**config.mk**
```make
export PLATFORM = sky130hd
export DESIGN_NAME = alu_arbiter
export DESIGN_NICKNAME = d
export VERILOG_FILES = /design/src/rtl/alu_arbiter.sv
export SDC_FILE = /design/constraint.sdc
export NUM_CORES = 1
export LEC_CHECK = 0
export BUFFER_PORTS_ARGS = -buffer_cell sky130_fd_sc_hd__buf_4
export CAP_MARGIN = 20
export CORE_AREA = 4 4 139 141
export DETAILED_ROUTE_END_ITERATION = 10
export DIE_AREA = 0 0 143 145
export PLACE_DENSITY = 0.72
export SKIP_CTS_REPAIR_TIMING = 1
export SYNTH_ARGS = -nofsm -noshare
export SYNTH_HDL_FRONTEND = slang
export SYNTH_SLANG_ARGS = --single-unit
```
**constraint.sdc**
```tcl
create_clock -name clk -period 2.6 [get_ports clk]
set_input_delay 0.52 -clock clk [delete_from_list [all_inputs] [get_ports clk]]
set_output_delay 0.52 -clock clk [all_outputs]
set_load 0.05 [all_outputs]
```
**src/rtl/alu_arbiter.sv**
```systemverilog
// alu_arbiter: shares one combinational ALU_Shift between two requesters, round-robin on ties.
// Define ALU_ARB_CORE_PRIO_EN to give channel 0 fixed priority over channel 1 instead.
module alu_arbiter #(
    parameter int DW  = 32,
    parameter int SNW = 8
) (
    input  logic           clk,
    input  logic           Rst_n,
    // channel 0 (core execute FSM)
    input  logic           req0,
    input  logic [3:0]     alu_op0,
    input  logic [2:0]     shift_op0,
    input  logic [DW-1:0]  a0,
    input  logic [DW-1:0]  sd0,
    input  logic [SNW-1:0] sn0,
    input  logic [1:0]     cv0,
    output logic           gnt0,
    output logic           done0,
    output logic [DW-1:0]  f0,
    output logic [3:0]     nzcv0,
    // channel 1 (aux/debug datapath)
    input  logic           req1,
    input  logic [3:0]     alu_op1,
    input  logic [2:0]     shift_op1,
    input  logic [DW-1:0]  a1,
    input  logic [DW-1:0]  sd1,
    input  logic [SNW-1:0] sn1,
    input  logic [1:0]     cv1,
    output logic           gnt1,
    output logic           done1,
    output logic [DW-1:0]  f1,
    output logic [3:0]     nzcv1,
    // shared ALU_Shift
    output logic [3:0]     ALU_OP,
    output logic [2:0]     SHIFT_OP,
    output logic [DW-1:0]  A,
    output logic [DW-1:0]  Shift_Data,
    output logic [SNW-1:0] Shift_Num,
    output logic           CF,
    output logic           VF,
    input  logic [DW-1:0]  F_New,
    input  logic [3:0]     NZCV_New,
    output logic           busy
);

    typedef enum logic {IDLE = 1'b0, EXEC = 1'b1} state_t;

    state_t         state_reg;
    logic           last_reg;
    logic           owner_reg;
    logic [1:0]     gnt_reg;
    logic [1:0]     done_reg;
    logic [3:0]     alu_op_reg;
    logic [2:0]     shift_op_reg;
    logic [DW-1:0]  a_reg;
    logic [DW-1:0]  sd_reg;
    logic [SNW-1:0] sn_reg;
    logic [1:0]     cv_reg;
    logic [DW-1:0]  f_reg    [2];
    logic [3:0]     nzcv_reg [2];

    logic [1:0]     req_vec;
    logic [3:0]     alu_op_vec   [2];
    logic [2:0]     shift_op_vec [2];
    logic [DW-1:0]  a_vec        [2];
    logic [DW-1:0]  sd_vec       [2];
    logic [SNW-1:0] sn_vec       [2];
    logic [1:0]     cv_vec       [2];
    logic           win_next;

    assign req_vec         = {req1, req0};
    assign alu_op_vec[0]   = alu_op0;
    assign alu_op_vec[1]   = alu_op1;
    assign shift_op_vec[0] = shift_op0;
    assign shift_op_vec[1] = shift_op1;
    assign a_vec[0]        = a0;
    assign a_vec[1]        = a1;
    assign sd_vec[0]       = sd0;
    assign sd_vec[1]       = sd1;
    assign sn_vec[0]       = sn0;
    assign sn_vec[1]       = sn1;
    assign cv_vec[0]       = cv0;
    assign cv_vec[1]       = cv1;

    // Channel 1 wins alone, or on a tie when channel 0 was served last.
    always_comb begin
        win_next = 1'b0;
`ifdef ALU_ARB_CORE_PRIO_EN
        win_next = req1 & ~req0;
`else
        win_next = req1 & (~req0 | ~last_reg);
`endif
    end

    always_ff @(posedge clk or negedge Rst_n) begin
        if (!Rst_n) begin
            state_reg    <= IDLE;
            last_reg     <= 1'b1;
            owner_reg    <= 1'b0;
            gnt_reg      <= '0;
            done_reg     <= '0;
            alu_op_reg   <= '0;
            shift_op_reg <= '0;
            a_reg        <= '0;
            sd_reg       <= '0;
            sn_reg       <= '0;
            cv_reg       <= '0;
        end else begin
            case (state_reg)
                IDLE: begin
                    done_reg <= '0;
                    if (|req_vec) begin
                        alu_op_reg   <= alu_op_vec[win_next];
                        shift_op_reg <= shift_op_vec[win_next];
                        a_reg        <= a_vec[win_next];
                        sd_reg       <= sd_vec[win_next];
                        sn_reg       <= sn_vec[win_next];
                        cv_reg       <= cv_vec[win_next];
                        gnt_reg      <= 2'b01 << win_next;
                        last_reg     <= win_next;
                        owner_reg    <= win_next;
                        state_reg    <= EXEC;
                    end else begin
                        gnt_reg <= '0;
                    end
                end
                EXEC: begin
                    // Requests are deliberately ignored here; the ALU operands stay put.
                    gnt_reg   <= '0;
                    done_reg  <= 2'b01 << owner_reg;
                    state_reg <= IDLE;
                end
                default: state_reg <= IDLE;
            endcase
        end
    end

    // Each channel's result only moves when that channel owns the completing operation.
    generate
        for (genvar gi = 0; gi < 2; gi++) begin : g_result
            always_ff @(posedge clk or negedge Rst_n) begin
                if (!Rst_n) begin
                    f_reg[gi]    <= '0;
                    nzcv_reg[gi] <= '0;
                end else if (state_reg == EXEC && owner_reg == 1'(gi)) begin
                    f_reg[gi]    <= F_New;
                    nzcv_reg[gi] <= NZCV_New;
                end
            end
        end
    endgenerate

    assign gnt0       = gnt_reg[0];
    assign gnt1       = gnt_reg[1];
    assign done0      = done_reg[0];
    assign done1      = done_reg[1];
    assign f0         = f_reg[0];
    assign f1         = f_reg[1];
    assign nzcv0      = nzcv_reg[0];
    assign nzcv1      = nzcv_reg[1];
    assign ALU_OP     = alu_op_reg;
    assign SHIFT_OP   = shift_op_reg;
    assign A          = a_reg;
    assign Shift_Data = sd_reg;
    assign Shift_Num  = sn_reg;
    assign CF         = cv_reg[1];
    assign VF         = cv_reg[0];
    assign busy       = (state_reg == EXEC);

endmodule

```
; Word-level counts from Yosys, hierarchy flattened
; Cells that the tools add are included.
[classes]
n_lt_le_gt_ge = 1
n_shift = 2
n_mux = 23
bitwise_logic = 7
n_reduce_logical = 4
[op_table]
columns = op, count
row1 = 32-bit 2-to-1 mux, 6
row2 = 8-bit 2-to-1 mux, 3
row3 = 4-bit 2-to-1 mux, 3
row4 = 3-bit 2-to-1 mux, 3
row5 = 2-bit 2-to-1 mux, 4
row6 = 2-bit one-hot mux with 2 select lines, 2
row7 = 1-bit NOT, 4
row8 = "1-bit by 1-bit << shifter with 2-bit output, first input constant", 2
row9 = "2-bit greater-or-equal comparator, second input constant", 1
row10 = 1-bit logical AND, 2
row11 = 1-bit NOT with 2-bit output, 1
row12 = 1-bit one-hot mux with 2 select lines, 1
row13 = 2-bit AND reduction, 1
row14 = 2-bit OR reduction, 1
row15 = 1-bit bitwise AND, 1
row16 = 1-bit 2-to-1 mux, 1
row17 = 1-bit bitwise OR, 1
[totals]
ff_bits = 160
word_cells = 52

; Depth between registers and ports, before layout
; Gate-level depths: netlist of run 1.
[logic_depth]
depth_word = 7
mapped_depth = 6
ltp_nobuf = 4

; Worst setup path after synthesis of run 1
; Ideal clock, no wire load.
[synth_timing]
path_type = reg-to-reg
from = register state_reg (netlist: busy)
to = register f_reg, in the netlist f0[10]
setup_ns = 0.125
t_arrival_ns = 1.616
slack_ns = 0.859
stages_incl_launch_ff = 5
period_less_slack_ns = 1.741
path_cell_list = dfrtp_1 -> nor2b_1 -> buf_2 -> buf_2 -> mux2_2
[synth_between]
elab_chain_len = 1
[synth_rtl]
columns = element, line_no
row1 = "start, declared", 48  ; state_t state_reg;
row2 = "start signal, assigned", 97  ; state_reg <= IDLE;
row3 = "start signal, assigned", 122  ; state_reg <= EXEC;
row4 = "start signal, assigned", 131  ; state_reg <= IDLE;
row5 = 1-bit logical AND, 145  ; end else if (state_reg == EXEC && owner_reg == 1'(gi)) begin
row6 = "end signal, assigned by index", 146  ; f_reg[gi] <= F_New;
row7 = "end, declared", 59  ; logic [DW-1:0] f_reg [2];
; No other way between the ends.
; A chain may end at the register's enable or synchronous reset.

; Worst setup path after layout of run 1
[layout_timing]
from = register state_reg (netlist: busy)
to = output port busy
[layout_lines]
columns = element, line_no
row1 = "end, declared", 43  ; output logic busy
; No word-level cell between the ends.

==> summary.md, run 1 <==
| Metric | Value |
|---|---|
| Area of the multi-input gates | roughly 2300 um^2 |
| Placer Congestion | roughly 0.8 |
| Endpoints failing setup | 0 |
| # DRC | 0 |
| NumNets Final | between 1,000 and 1,500 |
| Ports | 360 |
| Relative slew slack | 0.647 |
| Initial antenna violation count | 0 |
| Max Clock Freq | 600 MHz |
| Clock Skew | 7.61 ps |
| # rows | 49 |
| Detailed Route Iter0 Violations | approximately 230 |
| Fin crit share | 0.641 |
| TritonCTS clock tree | built |
| CP max-delay cell | dfrtp_1 |
| LEAKAGE | approximately 0.0048 uW |
| WHS | slightly above 70 ps |
| Critical Path RT | 2080 ps |
| Yosys synthesis warning count | 0 |
| # diodes | 0 |
| CP delay by family, top | flip-flops |
| Critical Path AT | 1150 ps |
| Minimum clock period | approximately 1700 ps |
| CP peak stage delay | about 480 ps |
| Buffers plus inverters on the worst setup path | 1 |
| Drt wl/cell | about 19 um |
| Htree depth | 4 |
| ANT nets after route | 0 |
| Worst hold path type | primary input to asynchronous set/reset pin |
| Cells after synthesis | roughly 470 |
| Starting Density | 0.356 |
| Die Y | approximately 150 um |
| Vias | about 5,300 |
| Syn Nets | 670 |
| Clock Path Buffers | 2 |
| # Max-Cap Violations | 0 |
| Peak VDD IR | slightly above 0.0009 V |
| CTS sink cnt | between 150 and 200 |
| Via density per instance | ~4.9 |
| Root Buffer | clkbuf_16 |
| Sequential cell area | roughly 4000 um^2 |
| Die area | about 21,000 um^2 |
| Total track usage | 0.193 |
| Die Wd | roughly 140 um |
| Sequential cell area fraction in the yosys report | 0.626 |
| DR pass1 iterations | 4 |
| Fin Setup TNS | 0 ps |
| Worst skew pair latency | 410 ps |
| CTS clk-pin slew, worst paths | roughly 70 ps |
| Synth-to-Final Area Change | 55.5% |
| Layout cells sized above 1 | 0.575 |
| Seq cells post-synth | 160 |
| Fillers | about 1,600 |
| Status | finished clean |
| Crit. End Element | primary output |
| WS Path Type | flip-flop to primary output |
| Syn_area_per_cell | between 10 and 15 um^2 |
| Core area | between 15,000 and 20,000 um^2 |
| PwrDens | approximately 1200 nW/um^2 |
| Gr ovfl total | 0 |
| Worst-Margin Slew | 529 ps |
| Slew Limit Fails | 0 |
| Number of global-route vias before repair | around 5,700 |
| Hold Vio Cnt, Final | 0 |
| Post-Syn Area | around 6400 um^2 |
| CP Cell Sequence | buf_4 |
| Final wirelength | ~20,000 um |
| PortBufs | roughly 360 |
| Post-synth cell types | 23 |
| Setup WS pre-CTS | about 920 ps |
| Worst Slack Setup Final | between 900 and 1000 ps |
| CTS buffer count | 17 |
| First-pass GRT wire length | between 30,000 and 40,000 um |
| Largest net degree at the start of global routing | slightly above 70 |
| Dpl hpwl | approximately 15,000 um |
| Critical Path Start Type | flip-flop |
| Peak fanout along the critical path | 7 |
| RSZ-0062 raised after global routing | false |
==> where the power goes <==
group / internal (uW) / total [uW] / switching, uW
clock: 1300 / 2370 / 1070
sequential: 3250 / 3670 / 426
combinational: 1850 / 5520 / 3670
total: 6400 / 11600 / 5160
==> cell usage in the layout (no fill, tap or decap) <==
master,synthesis,final
a211oi_4,0,1
a21bo_2,1,1
a21boi_1,1,1
a21o_1,1,1
a21oi_1,26,26
a21oi_4,0,1
a221o_1,68,68
and2_0,41,41
and2_1,27,27
buf_12,0,4
buf_4,3,365
buf_6,0,1
clkbuf_16,0,17
clkbuf_8,0,2
clkinv_2,0,4
clkinv_4,0,1
clkinvlp_4,0,1
dfrtp_1,159,159
dfstp_2,1,1
inv_1,3,3
inv_2,1,1
inv_6,0,5
inv_8,0,2
mux2_2,72,72
nand2_1,14,14
nand2b_1,1,1
nor2_1,13,13
nor2b_4,0,1
o21ai_0,2,2
o21bai_4,0,1
==> layout make-up <==
cell class,count,area share
Timing Repair Buffer,370,0.285
Multi-Input combinational cell,271,0.227
Clock buffer,19,0.0455
Inverter,4,0.00151
Clock inverter,13,0.0103
Tap cell,229,0.0288
Sequential cell,160,0.402
==> final timing paths <==
check | depth (start not counted) | to | from | slack (ps)
max | 1 | busy | busy | 930
min reg2reg | 1 | f1[17] | f1[17] | 510
min | 1 | f1[20] | Rst_n | 70
min in group clk | 2 | A[23] | a0[23] | 330
max in group asynchronous | 2 | Shift_Num[5] | Rst_n | 1890
max reg2reg | 3 | f0[6] | busy | 960
==> synthesized netlist by cell type <==
cell | count | area (um^2)
o21ai_0 | 2 | 10.0
nor2_1 | 13 | 48.8
a21o_1 | 1 | 7.51
o21bai_1 | 1 | 7.51
dfrtp_1 | 159 | 3980
a221o_1 | 68 | 681
nand2b_1 | 1 | 6.26
buf_4 | 3 | 22.5
a21oi_2 | 1 | 8.76
clkbuf_1 | 14 | 52.6
a21bo_2 | 1 | 10.0
inv_1 | 3 | 11.3
nand2_1 | 14 | 52.6
a21boi_1 | 1 | 7.51
dfstp_2 | 1 | 26.3
buf_2 | 16 | 80.1
inv_2 | 1 | 3.75
and2_0 | 41 | 257
a211oi_2 | 1 | 12.5
mux2_2 | 72 | 811
and2_1 | 27 | 169
a21oi_1 | 26 | 130
nor2b_1 | 1 | 6.26
==> cell families after synthesis <==
family | share of synthesized area
flops | 0.626
compound gates | 0.137
mux | 0.127
simple gates | 0.0843
buf+inv | 0.0266
==> per-stage QoR <==
stage                     power [uW]  utilization  area (um^2)  instances
after detailed placement        9280        0.523         9400       1034
after global routing           12100        0.554         9950       1066
after floorplan                 7320            -         6400        468
final                          11600        0.554         9950       1066
after CTS                      11700        0.554         9950       1066
after global placement          9220        0.523         9400       1034
==> metal layers <==
metal	vias to the layer above	share of wire	track usage
li1	2420	-	-
met1	2565	0.38	0.228
met2	243	0.50	0.324
met3	34	0.095	0.0678
met4	0	0.024	0.0703
met5	-	0	0
(Power assumes the default switching activity.)
==> run 2, diff against run 1 <==
Settings changed: CORE_AREA 4 4 139 141 to 4 4 140 142, DIE_AREA 0 0 143 145 to 0 0 144 146, PLACE_DENSITY 0.72 to 0.74.
Clock period 2.6 ns to 1.5 ns, I/O delays scaled along.
==> run 2 against run 1 <==
  * First-iteration DRC count is 8.0% lower
  * Sequential power up 73%
  * Cell area is 4.9% higher
  * Clock power is 89% higher
  * Die area rose by 1.4%
  * Largest power group unchanged
==> summary.md, run 2 (same netlist as run 1, synthesis figures left out) <==
| Metric | Value |
|---|---|
| Status | finished clean |
| ANT nets after route | 0 (unchanged) |
| Fin Setup TNS | 0 ps (unchanged) |
| Via density per instance | 4.91 (-0.44%) |
| Core area | 18,500 um^2 (+2.7%) |
| First-pass GRT wire length | 30,900 um (-1.9%) |
| Met3 wire length | 1380 um (-29%) |
| Commonest non-fill, non-tap cell in the layout | buf_4 |
| Critical path endpoint | busy |
| Critical Path Start Type | flip-flop |
| Critical path depth | 2 (+1) |
| NumNets Final | 1,056 (+2.9%) |
| Clock Path Buffers | 2 (unchanged) |
| Worst-Margin Slew | 397 ps (-132 ps) |
| Htree depth | 4 (unchanged) |
| Die Wd | 144 um (+0.70%) |
| Max Clock Freq | between 600 and 700 MHz |
| CP delay by family, top | flip-flops |
| CP most frequent cell | buf_4 |
| # rows | 50 (+2.0%) |
| Synth-to-Final Area Change | 63.1% |
| Met2 WL | 10,700 um (+6.0%) |
| Slew Limit Fails | 0 (unchanged) |
| Layout cells sized above 1 | 0.591 (+0.0159) |
| Sw frac | 0.434 (-0.0125) |
| Dpl cell area | 9610 um^2 (+2.3%) |
| Power consumption | 20,800 uW (+80%) |
| Peak VDD IR | 0.000897 V (-1.3%) |
| DR top layer | met4 |
| Design area | 10,400 um^2 (+4.9%) |
| CP peak stage delay | 440 ps (-40 ps) |
| Root Buffer | clkbuf_16 |
| WS Path Type | flip-flop to primary output |
| CP Cell Sequence | buf_4, buf_4 |
| Ports | 360 (unchanged) |
| Logic pwr share | 0.478 (about the same) |
| Drt wl/cell | 19.1 um (+0.20%) |
| Commonest cells after routing, fill and taps aside | 380 x buf_4, 158 x dfrtp_1, 70 x mux2_2 |
| Total track usage | 0.187 (-0.00589) |
| RSZ-0062 raised after global routing | true |
| TritonCTS clock tree | built |
| # diodes | 0 (unchanged) |
| # Max-Cap Violations | 0 (unchanged) |
| Critical Path AT | 1190 ps (+40 ps) |
| Largest net degree at the start of global routing | 67 (-5.6%) |
| Critical Path RT | 1200 ps (-880 ps) |
| Final wirelength | 21,000 um (+3.5%) |
| Endpoints failing setup | 0 (unchanged) |
| Placer Congestion | 0.912 (+12%) |
| CP max-delay cell | dfrtp_2 |
| WHS | 111 ps (+38.1 ps) |
| Initial antenna violation count | 0 (unchanged) |
| Clock power frac | 0.216 (+0.011) |
| # DRC | 0 (unchanged) |
| Internal | 11,700 uW (+84%) |
| Net Switching | 9010 uW (+75%) |
| CP startpoint | busy |
| LEAKAGE | 0.00505 uW (+4.8%) |
| Fin crit share | 0.993 |
| Worst R2R End | A[10] |
| Flop pwr share | 0.306 (-0.012) |
| Worst Reg-to-Reg Cells | 4 (+1) |
| Vias | 5,411 (+2.8%) |
| M1 WL | 8540 um (+9.2%) |
| PortBufs | 359 (unchanged) |
| DR pass1 iterations | 4 (unchanged) |
| Starting Density | 0.347 (-0.00949) |
| Worst skew pair latency | 410 ps (about the same) |
| CTS sink cnt | 160 (unchanged) |
| Die Y | 146 um (+0.69%) |
| Gr ovfl total | 0 (unchanged) |
| CTS clk-pin slew, worst paths | 70 ps (about the same) |
| Peak fanout along the critical path | 5 (-2) |
| CTS buffer count | 17 (unchanged) |
| Dpl hpwl | 15,400 um (+3.4%) |
| PwrDens | 1990 nW/um^2 (+71%) |
| Buffers plus inverters on the worst setup path | 2 (+1) |
| Worst hold path type | primary input to flip-flop |
| Minimum clock period | between 1000 and 1500 ps |
| Fin util | 0.566 (+0.0117) |
| Relative slew slack | 0.735 (+0.0873) |
| Crit. End Element | primary output |
| Clock Skew | 10.1 ps (+2.53 ps) |
| Die area | 21,000 um^2 (+1.4%) |
| Detailed Route Iter0 Violations | 208 (-8.0%) |
| Flop-to-flop setup slack | 20 ps (-940 ps) |
| Reg2Reg Launch Point | busy |
| Number of global-route vias before repair | 5,561 (-2.8%) |
| Hold Vio Cnt, Final | 0 (unchanged) |
-- run 2: changes by cell type in the layout (fill, tap and decap cells not counted), sizes merged --
cell / change
buf: +23
bufinv: +3
clkbuf: +4
clkinv: -2
clkinvlp: +3
dlygate4sd3: +1
inv: -2
-- run 2: worst min-delay path by stage --
stage                from            end  slack [ps]  cells after the start
3_5_place_dp        Rst_n           A[4]         200                      1
3_3_place_gp        Rst_n           A[4]         200                      1
2_1_floorplan       Rst_n      ALU_OP[0]           4                      0
5_1_grt            sd0[6]  Shift_Data[6]          90                      2
6_report       alu_op0[0]      ALU_OP[0]         110                      2
4_1_cts             Rst_n           A[4]        -250                      1
-- run 2: cell type report --
class	instances	area (um^2)
clock buffer	18	429
clock inverter	14	179
fill	1558	8010
inverter	4	18.8
multi-input combinational	271	2280
sequential	160	4010
tap	234	293
timing repair buffer	399	3230
timing repair inverter	1	7.51
-- run 2: power by group through the flow --
stage	Clock [uW]	Sequential [uW]	Combinational (uW)
2_1_floorplan	0	10900	1780
3_3_place_gp	0	6370	9720
3_5_place_dp	0	6400	9820
4_1_cts	4600	6360	9810
5_1_grt	4780	6510	10300
6_report	4490	6350	9910
-- run 2: metrics by stage --
step	setup WS, ps	cells
after global routing	-36.4	1101
final	10.1	1101
after detailed placement	-118	1055
after CTS	-86.6	1087
after floorplan	-40.0	468
after global placement	-80.1	1055
-- run 2: metal layers --
metal  track usage  vias up
li1              -     2486
met1         0.238     2664
met2         0.315      236
met3        0.0434       25
met4        0.0598        0
met5             0        -
==> run 3, diff against run 2 <==
==> constraint.sdc (replaced) <==
create_clock -name clk -period 1.5 [get_ports clk]
set_input_delay 0.3 -clock clk [delete_from_list [all_inputs] [get_ports clk]]
set_output_delay 0.3 -clock clk [all_outputs]
set_load 0.005 [all_outputs]
==> run 3 against run 2 <==
  * The run now ends with setup timing left
  * Fmax decreased by 1.9%
  * Clock-buffer cell count increased by 1
  * Sequential cell count unchanged
  * Critical endpoint is now A[3]
==> summary.md, run 3 (same netlist as run 1, synthesis figures left out) <==
| Metric | Value |
|---|---|
| Status | finished with violations |
| Violated checks | setup timing |
| WHS | 110 ps (-1.16 ps) |
| Dpl hpwl | 14,600 um (-5.1%) |
| Final wirelength | 20,700 um (-1.6%) |
| CP Cell Sequence | inv_2, a211oi_4, buf_6, clkbuf_16, buf_6, a221o_1 |
| Layout cells sized above 1 | 0.592 (+0.00111) |
| TritonCTS clock tree | built |
| Starting Density | 0.347 (unchanged) |
| Vias | 5,363 (-0.89%) |
| Detailed Route Iter0 Violations | 205 (-1.4%) |
| Fillers | 1,586 (+1.8%) |
| Fin Setup TNS | -39.0 ps (-39.0 ps) |
| Fin util | 0.560 (-0.00529) |
| Die Y | 146 um (unchanged) |
| Number of global-route vias before repair | 5,511 (-0.90%) |
| Worst skew pair latency | 410 ps (about the same) |
| CTS sink cnt | 160 (unchanged) |
| Ports | 360 (unchanged) |
| Fin crit share | 1.01 (+0.0194) |
| CP startpoint | last_reg |
| Gr ovfl total | 0 (unchanged) |
| ANT nets after route | 0 (unchanged) |
| Commonest cells after routing, fill and taps aside | 371 x buf_4, 158 x dfrtp_1, 72 x mux2_2 |
| Power consumption | 15,700 uW (-24%) |
| Flop-to-flop setup slack | -20 ps (-40 ps) |
| PortBufs | 359 (unchanged) |
| Critical Path Start Type | flip-flop |
| CTS buffer count | 17 (unchanged) |
| CP most frequent cell | buf_6 |
| Peak VDD IR | 0.000750 V (-16%) |
| Worst Reg-to-Reg Cells | 6 (+2) |
| Drt wl/cell | 18.9 um (-1.1%) |
| RSZ-0062 raised after global routing | true |
| Clock Path Buffers | 2 (unchanged) |
| Critical path depth | 6 (+4) |
| Endpoints failing setup | 4 (+4) |
| Via density per instance | 4.89 (-0.43%) |
| Critical Path RT | 1850 ps (+650 ps) |
| Design area | 10,300 um^2 (-0.93%) |
| DR pass1 iterations | 4 (unchanged) |
| Hold Vio Cnt, Final | 0 (unchanged) |
| Slew Limit Fails | 0 (unchanged) |
| # rows | 50 (unchanged) |
| Clock Skew | 10.1 ps (-0.0117 ps) |
| Crit. End Element | flip-flop |
| Die Wd | 144 um (unchanged) |
| CP peak stage delay | 570 ps (+130 ps) |
| Dpl cell area | 9560 um^2 (-0.59%) |
| Relative slew slack | 0.601 (-0.134) |
| Worst Slack Setup Final | -18.9 ps (-29.1 ps) |
| NumNets Final | 1,051 (-0.47%) |
| # Max-Cap Violations | 0 (unchanged) |
| Peak fanout along the critical path | 6 (+1) |
| PwrDens | 1520 nW/um^2 (-24%) |
| CTS clk-pin slew, worst paths | 70 ps (about the same) |
| Max Clock Freq | 658 MHz (-1.9%) |
| First-pass GRT wire length | 29,600 um (-4.1%) |
| Buffers plus inverters on the worst setup path | 4 (+2) |
| Htree depth | 4 (unchanged) |
| Total track usage | 0.179 (-0.00783) |
| Minimum clock period | 1520 ps (+29.1 ps) |
| Synth-to-Final Area Change | 61.6% |
| CP max-delay cell | dfstp_2 |
| Commonest non-fill, non-tap cell in the layout | buf_4 |
| LEAKAGE | 0.00500 uW (-0.85%) |
| Largest net degree at the start of global routing | 69 (+3.0%) |
| CP delay by family, top | flip-flops |
| # diodes | 0 (unchanged) |
| Core area | 18,500 um^2 (unchanged) |
| Worst-Margin Slew | 595 ps (+198 ps) |
| Critical Path AT | 1870 ps (+680 ps) |
| Initial antenna violation count | 0 (unchanged) |
| WS Path Type | flip-flop to flip-flop |
| Worst R2R End | A[3] |
| # DRC | 0 (unchanged) |
| Die area | 21,000 um^2 (unchanged) |
| Critical path endpoint | A[3] |
| Reg2Reg Launch Point | last_reg |
| Placer Congestion | 0.808 (-11%) |
| Root Buffer | clkbuf_16 |
| Worst hold path type | primary input to flip-flop |
[run 3: layer usage]
layer / part of all wire / routed length [um] / global-route usage
met2: 0.51 / 10500 / 0.310
met5: 0 / 0 / 0
met3: 0.080 / 1660 / 0.0628
met4: 0.015 / 308 / 0.0419
met1: 0.40 / 8240 / 0.214
[run 3: per-stage QoR]
stage | std cells | worst slack, ps
floorplan | 468 | 57.9
CTS | 1083 | -100
detailed placement | 1051 | -129
global placement | 1051 | -100
global route | 1096 | -56.0
finish | 1096 | -18.9
[run 3: where the power goes]
part,leakage [uW],switching [uW],internal [uW]
registers,0.00191,730,5630
clock network,0.000273,1840,2360
logic,0.00282,1850,3290
total,0.00500,4420,11300
[run 3: worst min path at each step]
stage          slack, ps              to    start  cells past startpoint
3_5_place_dp         180        nzcv1[2]    Rst_n                      1
6_report             110  Shift_Data[19]  sd0[19]                      2
5_1_grt               90           A[11]   a0[11]                      2
4_1_cts             -270        nzcv1[2]    Rst_n                      1
2_1_floorplan          4       ALU_OP[0]    Rst_n                      0
3_3_place_gp         180        nzcv1[2]    Rst_n                      1
[run 3: final cells by class]
type	instances	area, um^2	area share
timing repair buffer	395	3180	0.308
tap	234	293	0.0283
clock inverter	13	126	0.0122
multi-input combinational	271	2280	0.220
sequential	160	4010	0.387
clock buffer	19	443	0.0428
inverter	4	15.0	0.00145
